### src/rtl/mem_write_fifo.sv
// mem_write_fifo: buffers controller write bursts as single pixel writes and drains them
// to an Avalon-MM write master, counting completed beats to flag frame boundaries.
module mem_write_fifo #(
  parameter int DEPTH        = 8,
  parameter int FRAME_PIXELS = 307200
) (
  input  logic                         clk,
  input  logic                         n_rst,
  input  logic [31:0]                  write_address,
  input  logic [31:0]                  write_data,
  input  logic                         write_enable,
  output logic                         wait_request,
  output logic [31:0]                  avm_address,
  output logic [31:0]                  avm_writedata,
  output logic [3:0]                   avm_byteenable,
  output logic                         avm_write,
  input  logic                         avm_waitrequest,
  output logic [$clog2(DEPTH+1)-1:0]   level,
  output logic                         frame_done
);
  localparam int PW = $clog2(DEPTH);
  localparam int LW = $clog2(DEPTH + 1);
  logic [31:0]   addr_mem [DEPTH];
  logic [31:0]   data_mem [DEPTH];
  logic [PW-1:0] rd_ptr;
  logic [PW-1:0] wr_ptr;
  logic [31:0]   beat_cnt;
  logic          armed;
  logic          push;
  logic          pop;
  logic          frame_end;
  assign wait_request   = level == LW'(DEPTH);
  assign push           = write_enable && !wait_request && armed;
  assign avm_write      = level != '0;
  assign pop            = avm_write && !avm_waitrequest;
  assign frame_end      = pop && beat_cnt == 32'(FRAME_PIXELS - 1);
  assign avm_byteenable = 4'hF;
  // Gating on avm_write keeps the bus fields at zero while empty, including after reset.
  assign avm_address    = avm_write ? addr_mem[rd_ptr] : '0;
  assign avm_writedata  = avm_write ? data_mem[rd_ptr] : '0;
  always_ff @(posedge clk or negedge n_rst) begin
    if (!n_rst) begin
      rd_ptr     <= '0;
      wr_ptr     <= '0;
      level      <= '0;
      armed      <= 1'b1;
      beat_cnt   <= '0;
      frame_done <= 1'b0;
    end else begin
      rd_ptr     <= pop ? rd_ptr + PW'(1) : rd_ptr;
      wr_ptr     <= push ? wr_ptr + PW'(1) : wr_ptr;
      level      <= (push && !pop) ? level + LW'(1) : ((pop && !push) ? level - LW'(1) : level);
      armed      <= push ? 1'b0 : (!write_enable ? 1'b1 : armed);
      beat_cnt   <= frame_end ? '0 : (pop ? beat_cnt + 32'd1 : beat_cnt);
      frame_done <= frame_end;
    end
  end
  always_ff @(posedge clk) begin
    if (push) begin
      addr_mem[wr_ptr] <= write_address;
      data_mem[wr_ptr] <= write_data;
    end
  end
endmodule

### config.mk
export PLATFORM = sky130hd
export DESIGN_NAME = mem_write_fifo
export DESIGN_NICKNAME = d
export VERILOG_FILES = /design/src/rtl/mem_write_fifo.sv
export SDC_FILE = /design/constraint.sdc
export NUM_CORES = 1
export LEC_CHECK = 0
export ABC_AREA = 1
export BUFFER_PORTS_ARGS = -buffer_cell sky130_fd_sc_hd__buf_2
export CORE_MARGIN = 2
export CORE_UTILIZATION = 40
export DETAILED_ROUTE_END_ITERATION = 6
export GPL_ROUTABILITY_DRIVEN = 0
export GPL_TIMING_DRIVEN = 0
export PLACE_DENSITY = 0.64
export SLEW_MARGIN = 25
export SYNTH_ARGS = -nofsm -noshare
export SYNTH_HDL_FRONTEND = slang
export SYNTH_SLANG_ARGS = --single-unit
### constraint.sdc
create_clock -name clk -period 4.4 [get_ports clk]
set_clock_uncertainty 0.2 [all_clocks]
set_input_delay 0.22 -clock clk [delete_from_list [all_inputs] [get_ports clk]]
set_output_delay 0.22 -clock clk [all_outputs]
set_load 0.005 [all_outputs]
; Word level (Yosys, flattened, before mapping)
; Memory sizes are Yosys's and may differ from the RTL's.
; Cells that the tools add are included.
[totals]
in_bits = 68
n_memories = 2
mem_bits_rw = 512
out_inout_bits = 75
elab_cells = 39
regBits = 44
[op_classes]
n_reduce_logical = 13
n_addsub = 5
n_eq_ne = 3
muxes = 10
[memory_table]
columns = name, depth, word_bits, rd, rd_ports_with_merged_regs, write_ports, line_no
row1 = addr_mem, 8, 32, 1, 0, 1, 23  ; logic [31:0] addr_mem [DEPTH];
row2 = data_mem, 8, 32, 1, 0, 1, 24  ; logic [31:0] data_mem [DEPTH];
[op_table]
columns = op, n
row1 = 2-to-1 mux 32 bit, 4
row2 = adder 32 x 1 -> 32 bit (second input constant), 1
row3 = equality test 32 x 19 -> 1 bit (second input constant), 1
row4 = 2-to-1 mux 4 bit, 2
row5 = adder 3 x 1 -> 3 bit (second input constant), 2
row6 = logical AND 1 bit, 6
row7 = adder 4 x 1 -> 4 bit (second input constant), 1
row8 = equality test 4 bit (second input constant), 1
row9 = zero test 1 bit, 4
row10 = 2-to-1 mux 1 bit, 4
row11 = nonzero test 2 bit, 2
row12 = nonzero test 4 bit, 1
row13 = subtractor 4 x 1 -> 4 bit (second input constant), 1
row14 = inequality test 2 x 1 -> 1 bit (second input constant), 1

; Logic depth before layout (Yosys ltp)
[logic_depth]
ltp_word = 8
depth_mapped = 16
depth_no_buf = 16

; Least setup slack after synthesis
; OpenSTA, ideal clock, no wires.
[synth_timing]
path_type = flip-flop to flip-flop
start = register level[0]
end = memory addr_mem[0][0], enable pin
t_arrival_ns = 3.689
setup_slack_ns = 0.025
stages_incl_launch_ff = 6
period_less_slack_ns = 4.375
required_time_ns = 3.714
n_path_buf = 0
setup_ns = 0.486
path_cell_list = dfrtp_1 > nor2_1 > nand2_1 > nand3_1 > or2_2 > nor2_1
[synth_between]
elab_chain_len = 6
[synth_lines]
columns = element, line_no
row1 = "start, declared", 18  ; output logic [$clog2(DEPTH+1)-1:0] level,
row2 = "start signal, assigned", 52  ; level <= (push && !pop) ? level + LW'(1) : ((pop && !push) ? level - LW'(1) : level);
row3 = equality test 4 bit, 32  ; assign wait_request = level == LW'(DEPTH);
row4 = zero test 1 bit, 33  ; assign push = write_enable && !wait_request && armed;
row5 = logical AND 1 bit (2 in a row), 33
row6 = 2-to-1 mux 1 bit, 59  ; if (push) begin
row7 = 2-to-1 mux 1 bit (not written as such), 60  ; addr_mem[wr_ptr] <= write_address;
row8 = "end, declared", 23
; Every way passes these cells.

; Worst setup path in the final report
[layout_timing]
start = register rd_ptr[0]
end = output avm_writedata[29]
[layout_between]
elab_chain_len = 2
[layout_lines]
columns = element, line_no
row1 = "start, declared", 25  ; logic [PW-1:0] rd_ptr;
row2 = "start signal, assigned", 50  ; rd_ptr <= pop ? rd_ptr + PW'(1) : rd_ptr;
row3 = memory read (8 x 32 bit), -
row4 = 2-to-1 mux 32 bit, 40  ; assign avm_writedata = avm_write ? data_mem[rd_ptr] : '0;
row5 = "end, declared", 14  ; output logic [31:0] avm_writedata,
; Every way passes these cells.

==> flow_summary.toml <==
[setup_path]
critPathLaunchType = "register"
crit_arrival_ps = 3030
reg2reg_slack_ps = 1440
critPathMaxFanout = 10
reg2reg_depth = 15
cp.required_ps = 3980
worstSetupEndpointType = "output port"
setup.worst_path.class = "register to output port"

[global_route]
grt_pass1_wl_um = 90500
antenna_found_initial = 3
grt.overflow.total = 0
grtUsageTotal = 0.198
use_met3 = 0.0337
grtUsageMet1 = 0.267
grtUsageMet2 = 0.325
grt_max_degree = 45
first_global_vias = 15300
top_usage_layer = "met2"

[cells_and_area]
nets = 2321
fin_area_mm2 = 0.0280
n_fill_cell = 4897
syn_to_final_growth_pct = 22.2
drive_above_1_share = 0.137
final_core_util = 0.495
final_cells = 3050

[synth]
synth_cell_type_count = 34
yosys-top-cells-area = "edfxtp_1, nor2_1, o21ai_0"
synth.largest_area_cell = "edfxtp_1"
synth_area_mm2 = 0.0229
synth_area_per_cell_um2 = 11.7
seq_area_frac_synth = 0.720
yosys_warnings = 0
synth-seq-cells = 556
synth_top_flop_cell = "edfxtp_1"
syn-instance-count = 1953
synth_edf_count = 512
synth_top_area_share = 0.672
synth_most_common_cell = "nor2_1"
synthArstFlopShare = 0.0791
synth_common_cells = "nor2_1, edfxtp_1, o21ai_0, nand2_1, inv_1"

[cts]
cts_buffers = 58
cts_resized = 0
htreeDepth = 2
cts_tree = "yes"
cts_sinks = 556
clk_path_buf_depth = 3
post-cts-setup-buffers = 0
insertion_delay_ps = 610
cts.clk_slew.worst_paths_ps = 60
root_buffer = "clkbuf_16"

[status]
violations = "negative hold slack"
run_status = "finished with violations"

[place]
port_buffers = 138
placed_area_mm2 = 0.0252
dp.cells = 2875
hpwl_um = 39000

[routing]
drc = 0
dr.pass1.iters = 5
wl_per_cell_um = 19.4
drt-total-wl_um = 59000
viasPerCell = 5.23
ant_nets = 0
vias = 16000
drt_iter0_drc = 1552

[power_and_ir_drop]
p_per_area_mw_per_mm2 = 644
ir_worst_vdd_mv = 0.389
total_power_uw = 18000
power_leakage_uw = 0.0101

[die]
die_h_um = 243
die_x_um = 243
ios = 143
fp-row-count = 87
core_mm2 = 0.0565
die_area_mm2 = 0.0591
initial_core_util = 0.405

[sta]
finalCriticalPeriod_ps = 3450
setup-violations-final = 0
rsz0062_at_grt = "false"
max_freq_mhz = 290
setup-tns-final_ps = 0
whs_ps = -37.1
fin_crit_sh = 0.783
tightest_slew_ps = 889
final_max_slew_viol_count = 0
hold_violations = 43
relSlewSlack = 0.408

[min_path]
hp-class = "primary input to async pin"

[job]
maxCapViolations = 0
==> cell type report <==
type,count,area [um^2],area share
Multi-Input combinational cell,1219,5610,0.201
Clock buffer,67,1510,0.0539
Inverter,70,263,0.00940
Buffer,111,611,0.0218
Timing Repair Buffer,230,1990,0.0713
Clock inverter,40,556,0.0199
Antenna cell,1,2.50,0.0000895
Tap cell,756,946,0.0338
Sequential cell,556,16500,0.589
==> path summary, 6_finish.rpt <==
path / from / end
worst max-delay path: rd_ptr[0]$_DFFE_PN0P_ / avm_writedata[29]
worst min register to register: armed$_DFFE_PN1P_ / armed$_DFFE_PN1P_
max in group asynchronous: n_rst / beat_cnt[26]$_DFFE_PN0P_
worst max register to register: level[0]$_DFFE_PN0P_ / level[3]$_DFFE_PN0P_
worst min-delay path: n_rst / level[3]$_DFFE_PN0P_
min in group clk: write_enable / armed$_DFFE_PN1P_
==> registers in the layout, indices dropped and copies added, names as in the netlist <==
name,flops
addr_mem,256
frame_done,1
level,4
armed,1
rd_ptr,3
beat_cnt,32
data_mem,256
wr_ptr,3
==> repair_timing <==
item,CTS,global route
endpoints found under the hold margin,559,0
endpoints found under the setup margin,0,0
hold buffers,67,0
==> metal layers <==
metal | wire length (um) | share of wire
met1 | 25000 | 0.42
met2 | 28300 | 0.48
met3 | 4080 | 0.069
met4 | 1630 | 0.028
met5 | 23 | 0.00039
==> cells in the final DEF (no fill, tap or decap), types with 2 or more instances in the layout <==
master	n
nor2_2	3
buf_8	2
buf_6	13
nor2_4	8
conb_1	4
clkinvlp_4	4
nor3_1	8
dlygate4sd3_1	67
o21bai_1	5
o21ai_0	263
buf_1	8
dfrtp_1	43
nand3_1	32
ha_1	6
clkinv_16	2
o22ai_1	64
xor2_1	7
clkinv_1	7
edfxtp_1	512
xnor2_1	5
nor2_1	530
buf_4	15
inv_1	69
buf_12	7
buf_2	150
clkbuf_16	59
buf_16	18
clkbuf_1	69
clkinv_2	14
nand2_1	206
o211ai_1	64
nand4_1	6
bufinv_16	12
==> metrics by stage <==
stage	setup WS [ps]	hold slack, ps
floorplan	24.9	-276
global placement	-2640	160
detailed placement	1440	191
CTS	915	72.1
global route	796	21.6
finish	954	-37.1
==> where the power goes <==
part | internal (uW) | switching [uW] | total, uW
sequential | 6260 | 161 | 6420
combinational | 2120 | 4240 | 6360
clock | 3160 | 2050 | 5220
==> kinds of logic (layout without fill, tap and decap cells) <==
family,after synthesis,count (layout),synth area share
xor gates and xnor gates,12,12,0.00459
adders and majority gates,7,7,0.00415
and+or+nand+nor,799,799,0.135
AOI/OAI and AO/OA,397,397,0.0979
other,1,5,0.000164
DFF,556,556,0.720
buffers and inverters,181,518,0.0382
==> critical path, cell delays in order (launching register included) <==
cell	delay, ps
dfrtp_1	520
inv_2	200
buf_4	260
clkbuf_1	500
o21ai_0	160
o22ai_1	170
nor2_1	60
nor2_1	340
buf_2	190
Power figures use the tool's default switching activity.
